File: src/rtl/ex_stage_mc.sv
// ex_stage_mc: execute stage with EX/MEM pipeline register and an iterative
// shift-add multiplier that stalls upstream while it runs.
`default_nettype none

module ex_stage_mc #(
    parameter int XLEN     = 32,
    parameter int RADDR    = 5,
    parameter int BR_SHIFT = 0
) (
    input  logic             clk,
    input  logic             rst_n,
    input  logic             in_valid_i,
    input  logic             flush_i,
    input  logic             mem_stall_i,
    input  logic [1:0]       wb_ctl_i,
    input  logic [2:0]       m_ctl_i,
    input  logic             regdst_i,
    input  logic             alusrc_i,
    input  logic [1:0]       aluop_i,
    input  logic [XLEN-1:0]  npc_i,
    input  logic [XLEN-1:0]  rdata1_i,
    input  logic [XLEN-1:0]  rdata2_i,
    input  logic [XLEN-1:0]  imm_i,
    input  logic [RADDR-1:0] rt_i,
    input  logic [RADDR-1:0] rd_i,
    input  logic [5:0]       funct_i,
    output logic             ex_busy_o,
    output logic             out_valid_o,
    output logic [1:0]       wb_ctlout_o,
    output logic             branch_o,
    output logic             memread_o,
    output logic             memwrite_o,
    output logic [XLEN-1:0]  ex_mem_npc_o,
    output logic             zero_o,
    output logic [XLEN-1:0]  alu_result_o,
    output logic [XLEN-1:0]  rdata2out_o,
    output logic [RADDR-1:0] wreg_o
);

    localparam int             CW       = (XLEN > 1) ? $clog2(XLEN) : 1;
    localparam logic [CW-1:0]  CNT_LAST = CW'(XLEN - 1);

    typedef enum logic [1:0] {
        S_IDLE = 2'd0,
        S_MUL  = 2'd1,
        S_DONE = 2'd2
    } state_e;

    typedef enum logic [2:0] {
        OP_ADD = 3'd0,
        OP_SUB = 3'd1,
        OP_AND = 3'd2,
        OP_OR  = 3'd3,
        OP_NOR = 3'd4,
        OP_SLT = 3'd5,
        OP_MUL = 3'd6
    } op_e;

    state_e          state_q, state_d;
    logic [CW-1:0]   cnt_q, cnt_d;
    logic [XLEN-1:0] mcand_q, mcand_d;
    logic [XLEN-1:0] mplier_q, mplier_d;
    logic [XLEN-1:0] acc_q, acc_d;

    logic             valid_q;
    logic [1:0]       wb_q;
    logic [2:0]       m_q;
    logic [XLEN-1:0]  npc_q;
    logic             zero_q;
    logic [XLEN-1:0]  res_q;
    logic [XLEN-1:0]  rd2_q;
    logic [RADDR-1:0] wreg_q;

    op_e             op;
    logic [XLEN-1:0] opb;
    logic [XLEN-1:0] alu_res;
    logic [XLEN-1:0] acc_step;
    logic [XLEN-1:0] load_res;
    logic            load_ex;
    logic            bubble;
    logic            busy;

    assign opb = alusrc_i ? imm_i : rdata2_i;

    always_comb begin
        op = OP_ADD;
        case (aluop_i)
            2'b00: op = OP_ADD;
            2'b01: op = OP_SUB;
            2'b11: op = OP_OR;
            default: begin
                case (funct_i)
                    6'b100010: op = OP_SUB;
                    6'b100100: op = OP_AND;
                    6'b100101: op = OP_OR;
                    6'b100111: op = OP_NOR;
                    6'b101010: op = OP_SLT;
                    6'b011000: op = OP_MUL;
                    default:   op = OP_ADD;
                endcase
            end
        endcase
    end

    always_comb begin
        alu_res = rdata1_i + opb;
        case (op)
            OP_SUB:  alu_res = rdata1_i - opb;
            OP_AND:  alu_res = rdata1_i & opb;
            OP_OR:   alu_res = rdata1_i | opb;
            OP_NOR:  alu_res = ~(rdata1_i | opb);
            OP_SLT:  alu_res = XLEN'($signed(rdata1_i) < $signed(opb));
            default: alu_res = rdata1_i + opb;
        endcase
    end

    assign acc_step = acc_q + (mplier_q[0] ? mcand_q : '0);

    always_comb begin
        state_d  = state_q;
        cnt_d    = cnt_q;
        mcand_d  = mcand_q;
        mplier_d = mplier_q;
        acc_d    = acc_q;
        load_ex  = 1'b0;
        load_res = alu_res;
        bubble   = 1'b0;
        busy     = 1'b0;
        case (state_q)
            S_IDLE: begin
                busy = in_valid_i && ((op == OP_MUL) || mem_stall_i);
                if (in_valid_i && !mem_stall_i) begin
                    if (op == OP_MUL) begin
                        mcand_d  = rdata1_i;
                        mplier_d = opb;
                        acc_d    = '0;
                        cnt_d    = '0;
                        state_d  = S_MUL;
                        bubble   = 1'b1;
                    end else begin
                        load_ex = 1'b1;
                    end
                end else if (!in_valid_i && !mem_stall_i) begin
                    bubble = 1'b1;
                end
            end
            S_MUL: begin
                acc_d    = acc_step;
                mcand_d  = mcand_q << 1;
                mplier_d = mplier_q >> 1;
                cnt_d    = cnt_q + CW'(1);
                busy     = !((cnt_q == CNT_LAST) && !mem_stall_i);
                if (cnt_q == CNT_LAST) begin
                    cnt_d = '0;
                    if (!mem_stall_i) begin
                        load_ex  = 1'b1;
                        load_res = acc_step;
                        state_d  = S_IDLE;
                    end else begin
                        state_d = S_DONE;
                    end
                end
            end
            S_DONE: begin
                busy = 1'b1;
                if (!mem_stall_i) begin
                    load_ex  = 1'b1;
                    load_res = acc_q;
                    state_d  = S_IDLE;
                end
            end
            default: state_d = S_IDLE;
        endcase
        // A kill overrides everything, including a pending stall.
        if (flush_i) begin
            state_d = S_IDLE;
            cnt_d   = '0;
            load_ex = 1'b0;
            bubble  = 1'b1;
        end
    end

    always_ff @(posedge clk or negedge rst_n) begin
        if (!rst_n) begin
            state_q  <= S_IDLE;
            cnt_q    <= '0;
            mcand_q  <= '0;
            mplier_q <= '0;
            acc_q    <= '0;
        end else begin
            state_q  <= state_d;
            cnt_q    <= cnt_d;
            mcand_q  <= mcand_d;
            mplier_q <= mplier_d;
            acc_q    <= acc_d;
        end
    end

    always_ff @(posedge clk or negedge rst_n) begin
        if (!rst_n) begin
            valid_q <= 1'b0;
            wb_q    <= '0;
            m_q     <= '0;
            npc_q   <= '0;
            zero_q  <= 1'b0;
            res_q   <= '0;
            rd2_q   <= '0;
            wreg_q  <= '0;
        end else if (load_ex) begin
            valid_q <= 1'b1;
            wb_q    <= wb_ctl_i;
            m_q     <= m_ctl_i;
            npc_q   <= npc_i + (imm_i << BR_SHIFT);
            zero_q  <= (load_res == '0);
            res_q   <= load_res;
            rd2_q   <= rdata2_i;
            wreg_q  <= regdst_i ? rd_i : rt_i;
        end else if (bubble) begin
            valid_q <= 1'b0;
        end
    end

    assign ex_busy_o    = busy;
    assign out_valid_o  = valid_q;
    assign wb_ctlout_o  = wb_q;
    assign branch_o     = m_q[2];
    assign memread_o    = m_q[1];
    assign memwrite_o   = m_q[0];
    assign ex_mem_npc_o = npc_q;
    assign zero_o       = zero_q;
    assign alu_result_o = res_q;
    assign rdata2out_o  = rd2_q;
    assign wreg_o       = wreg_q;

endmodule

`default_nettype wire

File: config.mk
export PLATFORM = sky130hd
export DESIGN_NAME = ex_stage_mc
export DESIGN_NICKNAME = d
export VERILOG_FILES = /design/src/rtl/ex_stage_mc.sv
export SDC_FILE = /design/constraint.sdc
export NUM_CORES = 1
export LEC_CHECK = 0
export CAP_MARGIN = 20
export CORE_AREA = 10 10 228 230
export CTS_BUF_LIST = sky130_fd_sc_hd__clkbuf_4 sky130_fd_sc_hd__clkbuf_8 sky130_fd_sc_hd__clkbuf_16
export DETAILED_ROUTE_END_ITERATION = 10
export DIE_AREA = 0 0 238 240
export MAX_ROUTING_LAYER = met4
export PLACE_DENSITY_LB_ADDON = 0.12
export SKIP_CTS_REPAIR_TIMING = 1
export SLEW_MARGIN = 10
export SYNTH_ARGS = -nofsm -noshare
export SYNTH_HDL_FRONTEND = slang
export SYNTH_SLANG_ARGS = --single-unit
export TNS_END_PERCENT = 100
File: constraint.sdc
create_clock -name clk -period 3.7 [get_ports clk]
set_input_delay 0.74 -clock clk [delete_from_list [all_inputs] [get_ports clk]]
set_output_delay 0.74 -clock clk [all_outputs]
set_load 0.03 [all_outputs]
Yosys cells after proc, flatten, opt, wreduce, memory -nomap -nowiden
Index checks and enable logic that the tools add are counted.
{"block": "word_totals", "register_bits": 211, "in_bits": 158, "out_inout_bits": 109, "elab_cells": 107}
{"block": "classes", "addsub": 5, "magnitude_cmp": 1, "n_eq_ne": 23, "n_mux": 45, "n_bitwise": 3, "n_reduce_logical": 17}
{"operator": "two-way mux 32 bit", "n": 11}
{"operator": "case mux 32 bit (2 select lines)", "n": 4}
{"operator": "case mux 32 bit (5 select lines)", "n": 1}
{"operator": "adder 32 bit", "n": 3}
{"operator": "AND 32 bit", "n": 1}
{"operator": "zero test 32 bit", "n": 1}
{"operator": "< comparator 32 bit", "n": 1}
{"operator": "inverter 32 bit", "n": 1}
{"operator": "bitwise OR 32 bit", "n": 1}
{"operator": "subtractor 32 bit", "n": 1}
{"operator": "equality test 6 bit, second input constant", "n": 5}
{"operator": "two-way mux 5 bit", "n": 5}
{"operator": "case mux 3 bit (6 select lines)", "n": 1}
{"operator": "two-way mux 1 bit", "n": 12}
{"operator": "two-way mux 2 bit", "n": 6}
{"operator": "inequality test 3 bit, second input constant", "n": 4}
{"operator": "case mux 5 bit (2 select lines)", "n": 1}
{"operator": "equality test 3 bit, second input constant", "n": 3}
{"operator": "case mux 3 bit (3 select lines)", "n": 1}
{"operator": "equality test 3 x 2 -> 1 bit, second input constant", "n": 2}
{"operator": "equality test 6 x 5 -> 1 bit, second input constant", "n": 1}
{"operator": "case mux 1 bit (3 select lines)", "n": 2}
{"operator": "case mux 2 bit (3 select lines)", "n": 1}
{"operator": "AND reduction 3 bit", "n": 2}
{"operator": "13 further kinds", "n": 23}

Logic depth before layout (Yosys ltp)
Gate-level depths: netlist of run 1.
{"block": "depth", "depth_word": 10, "depth_mapped": 18, "ltp_nobuf": 16}

Least setup slack after synthesis of run 1
OpenSTA, ideal clock, no wires.
{"block": "synth_path", "path_type": "input port to flip-flop", "start": "input alusrc_i", "end": "register zero_q (netlist: zero_o)", "setup_time_ns": 0.104, "t_arrival_ns": 4.648, "required_ns": 3.596, "setup_slack_ns": -1.052, "path_stages": 17, "n_path_buf": 2, "path_cell_list": "clkbuf_1 -> clkbuf_1 -> mux2_2 -> ha_1 -> fa_1 -> a21oi_1 -> o21ai_2 -> a2111oi_2 -> nor3_1 -> a211oi_2 -> o21ai_1 -> a21oi_1 -> mux2i_1 -> a222oi_1 -> and4_1 -> nand4_1 -> o41ai_2"}
{"block": "synth_via", "elab_chain_cells": 8, "word_cells_on_any_way": 13, "cone_classes": "2 x add/sub; 1 x order compare; 6 x mux; 3 x bitwise; 1 x reduce/logical"}
{"element": "start, declared", "line": "18", "source": "input logic alusrc_i,"}
{"element": "two-way mux 32 bit (*)", "line": "83", "source": "assign opb = alusrc_i ? imm_i : rdata2_i;"}
{"element": "branches (longest 2 deep; another with adder 32 bit)"}
{"element": "case mux 32 bit (5 select lines) (*)", "line": "107", "source": "case (op)"}
{"element": "two-way mux 32 bit", "line": "155", "source": "if (!mem_stall_i) begin"}
{"element": "two-way mux 32 bit", "line": "153", "source": "if (cnt_q == CNT_LAST) begin"}
{"element": "case mux 32 bit (2 select lines) (*)", "line": "129", "source": "case (state_q)"}
{"element": "zero test 32 bit (*)", "line": "214", "source": "zero_q <= (load_res == '0);"}
{"element": "end signal, assigned", "line": "214"}
{"element": "end, declared", "line": "69", "source": "logic zero_q;"}
Every way passes the cells marked *.
A chain may end at the register's enable or synchronous reset.

Final worst setup path of run 1
Same ends and word-level chain as after synthesis.

==> results of run 1 <==
[registers in the layout, indices dropped and copies added, names as in the netlist]
name,cells
mcand_q,32
alu_result_o,32
ex_mem_npc_o,32
rdata2out_o,32
wreg_o,5
wb_ctlout_o,2
acc_q,32
mplier_q,32
m_q,3
out_valid_o,1
cnt_q,5
state_q,2
zero_o,1
[cell type report]
class | instances | area, um2 | share of cell area
multi-input cells | 1772 | 14100 | 0.473
repair buffers | 968 | 8240 | 0.277
flip-flops and latches | 211 | 5280 | 0.177
clock buffers | 39 | 835 | 0.0280
well taps | 615 | 769 | 0.0258
inverters | 125 | 477 | 0.0160
clock inverters | 9 | 97.6 | 0.00328
diodes | 3 | 7.51 | 0.000252
[critical path, cell delays in order]
cell and delay [ns]:
buf_12 0.11, buf_12 0.14, buf_6 0.12, mux2_4 0.22, inv_4 0.04, buf_6 0.11, fa_2 0.34, nor2b_4 0.15
o311a_1 0.39, o221a_4 0.29, o31ai_4 0.28, a31oi_1 0.13, a211o_1 0.33, xnor2_2 0.20, a221oi_2 0.28, nand4b_1 0.15
nor4_2 0.37, nand4_1 0.15, o41ai_2 0.22
[metrics by stage]
| stage | utilization | cell area, um2 | total power [uW] | setup WS [ns] |
|---|---|---|---|---|
| 2_1_floorplan | - | 18900 | 6770 | -0.531 |
| 3_3_place_gp | 0.571 | 27100 | 10000 | -1.45 |
| 3_5_place_dp | 0.571 | 27100 | 10100 | -1.44 |
| 4_1_cts | 0.591 | 28000 | 13000 | -0.878 |
| 5_1_grt | 0.629 | 29800 | 14100 | -0.733 |
| 6_report | 0.629 | 29800 | 13400 | -0.620 |
[final timing paths]
| path | startpoint | to | slack [ns] | cells past startpoint |
|---|---|---|---|---|
| max | alusrc_i | zero_o | -0.62 | 19 |
| min | rst_n | m_q[0] | 0.22 | 1 |
| max reg2reg | mcand_q[0] | zero_o | -0.48 | 15 |
| min reg2reg | ex_mem_npc_o[4] | ex_mem_npc_o[4] | 0.47 | 2 |
| max in group asynchronous | rst_n | alu_result_o[17] | 2.58 | 2 |
| min in group clk | rdata2_i[3] | rdata2out_o[3] | 0.45 | 2 |
[routing by layer]
layer  GRT usage  wire length (um)
met5           -                 0
met4       0.118              4310
met3      0.0275              3270
met2       0.492             40900
met1       0.326             33500
[kinds of logic (layout without fill, tap and decap cells)]
group	after synthesis	in the layout	synth area share
multiplexers	157	157	0.0896
XOR/XNOR	94	94	0.0440
AND/OR/NAND/NOR	631	631	0.163
AO/OA/AOI/OAI	705	705	0.248
buffers and inverters	237	1141	0.0485
other	0	3	0
flip-flops	211	211	0.282
adder cells (fa/ha/maj)	185	185	0.125
[power groups by stage]
| stage | combinational [uW] | clock, uW | sequential (uW) |
|---|---|---|---|
| floorplan | 2510 | 0 | 4260 |
| global placement | 6650 | 0 | 3400 |
| detailed placement | 6700 | 0 | 3430 |
| CTS | 6730 | 2840 | 3400 |
| global route | 7690 | 2920 | 3490 |
| finish | 7200 | 2790 | 3400 |
[cells in the mapped netlist, drive strengths merged, types with 7 or more instances]
cell type,n,share of area
a31oi,18,0.0060
nor2,149,0.030
a221oi,25,0.012
or4,9,0.0036
a22o,25,0.012
clkbuf,90,0.018
nand2,201,0.040
xnor2,57,0.027
o21ai,188,0.050
ha,181,0.12
nor2b,22,0.0074
mux2,84,0.051
nand2b,24,0.0080
nand3,53,0.014
a2111oi,11,0.0072
dfrtp,211,0.28
buf,22,0.0053
a21oi,186,0.050
and2,42,0.014
a21o,44,0.018
or3,10,0.0033
xor2,37,0.017
inv,125,0.025
a22oi,24,0.0096
o21bai,14,0.0056
o21a,14,0.0056
nor3b,9,0.0041
nand4,18,0.0060
nor3,38,0.010
a211o,7,0.0033
o31ai,15,0.0060
a21boi,7,0.0028
o221ai,11,0.0055
nor4,15,0.0050
o22ai,11,0.0037
o211ai,19,0.0076
mux2i,73,0.039
a211oi,23,0.0095
and3,19,0.0064
==> impl_metrics.toml, run 1 <==
[outcome]
run_status = "finished with violations"
violations = "negative setup slack"

[power_and_ir_drop]
seqPwrFrac = 0.254
p_sw_uw = 5370
p_int_uw = 8010
p_clk_frac = 0.209
p_leak_uw = 0.0142
comb_power_share = 0.538
power.density_nw_per_um2 = 449
switching_share = 0.401
vdd_drop_max_v = 0.000350

[min_path]
hp-class = "in2async"

[placed_design]
placed_cells = 3663
dp_hpwl_mm = 65.6
port_buffers = 266
gp_congestion = 0.964

[sta]
hold_viol = 0
slew_headroom = 0.417
rsz0062_at_grt = "yes"
worst_slack_ns = -0.620
maxSlewViolCount = 0
finalSetupTns_ns = -2.92
tightest_slew_ns = 0.874
setup_violations = 12
fin_skew_ns = 0.0178
max_freq_mhz = 232
min_period_ns = 4.32
fin_crit_sh = 1.17
fin_worst_hold_slack_ns = 0.221

[die]
die_height_um = 240
core_area_um2 = 47300
design.portCount = 267
die_area_um2 = 57100
fp.dieW_um = 238
start_util = 0.395
rows = 80

[finish]
layout_commonest_cell = "buf_4"
fin_cells = 3742
layout_common_cells = "buf_4, clkdlybuf4s50_1, dfrtp_1, nand2_1, a21oi_1"
nFillCells = 4255
final_layout_size_suffix_gt1_frac = 0.340
area_delta_synth_final_pct = 59.2
nNetsFinal = 3447

[routing]
totalWireLength_mm = 82.1
firstDrtPassIters = 6
wl_per_cell_um = 21.9
drc = 0
drt_iter0_markers = 1206
drt-vias-per-instance = 5.47
ant_nets = 0
vias = 20500

[synthesis]
ys_seq_elements = 211
yosysSeqAreaShare = 0.282
synth.distinct_cells = 89
avgSynthCellArea_um2 = 8.43
synthFlopType = "dfrtp_1"
ys_async_sr_fraction = 1.00
synth-edff-count = 0
ys_warn_count = 0
syn_area_um2 = 18700
syn_nets = 2563
syn_inst = 2220

[clock_tree]
clk_root_buffer_cell = "clkbuf_16"
clockBufferDepth = 3
clkTransAtPathRegs_ns = 0.06
clock_sinks = 211
ctsHtreeMaxLevel = 1
cts_tree = "yes"
insertion_delay_ns = 0.57
numCtsBuffers = 26

[flow_run]
maxCapViolCount = 0

[critical_path]
crit_arrival_ns = 4.77
start_kind = "primary input"
worstPathRequired_ns = 4.15
worstSetupEndpointType = "register"
crit_fanout = 8
critical_path_class = "in2reg"

[global_route]
grt.total_usage = 0.281
grt_max_degree = 163
antenna_found_initial = 2
grt.overflow.total = 0
grt_pass1_wl_mm = 121
grt_pass1_vias = 20700
Note: power is estimated with default switching activity, not from simulation.
==> inputs of run 2 (changes only) <==
- HOLD_SLACK_MARGIN: unset -> 0.02
==> results of run 2 <==
No change in the layout: final DEF, timing and power equal those of run 1.
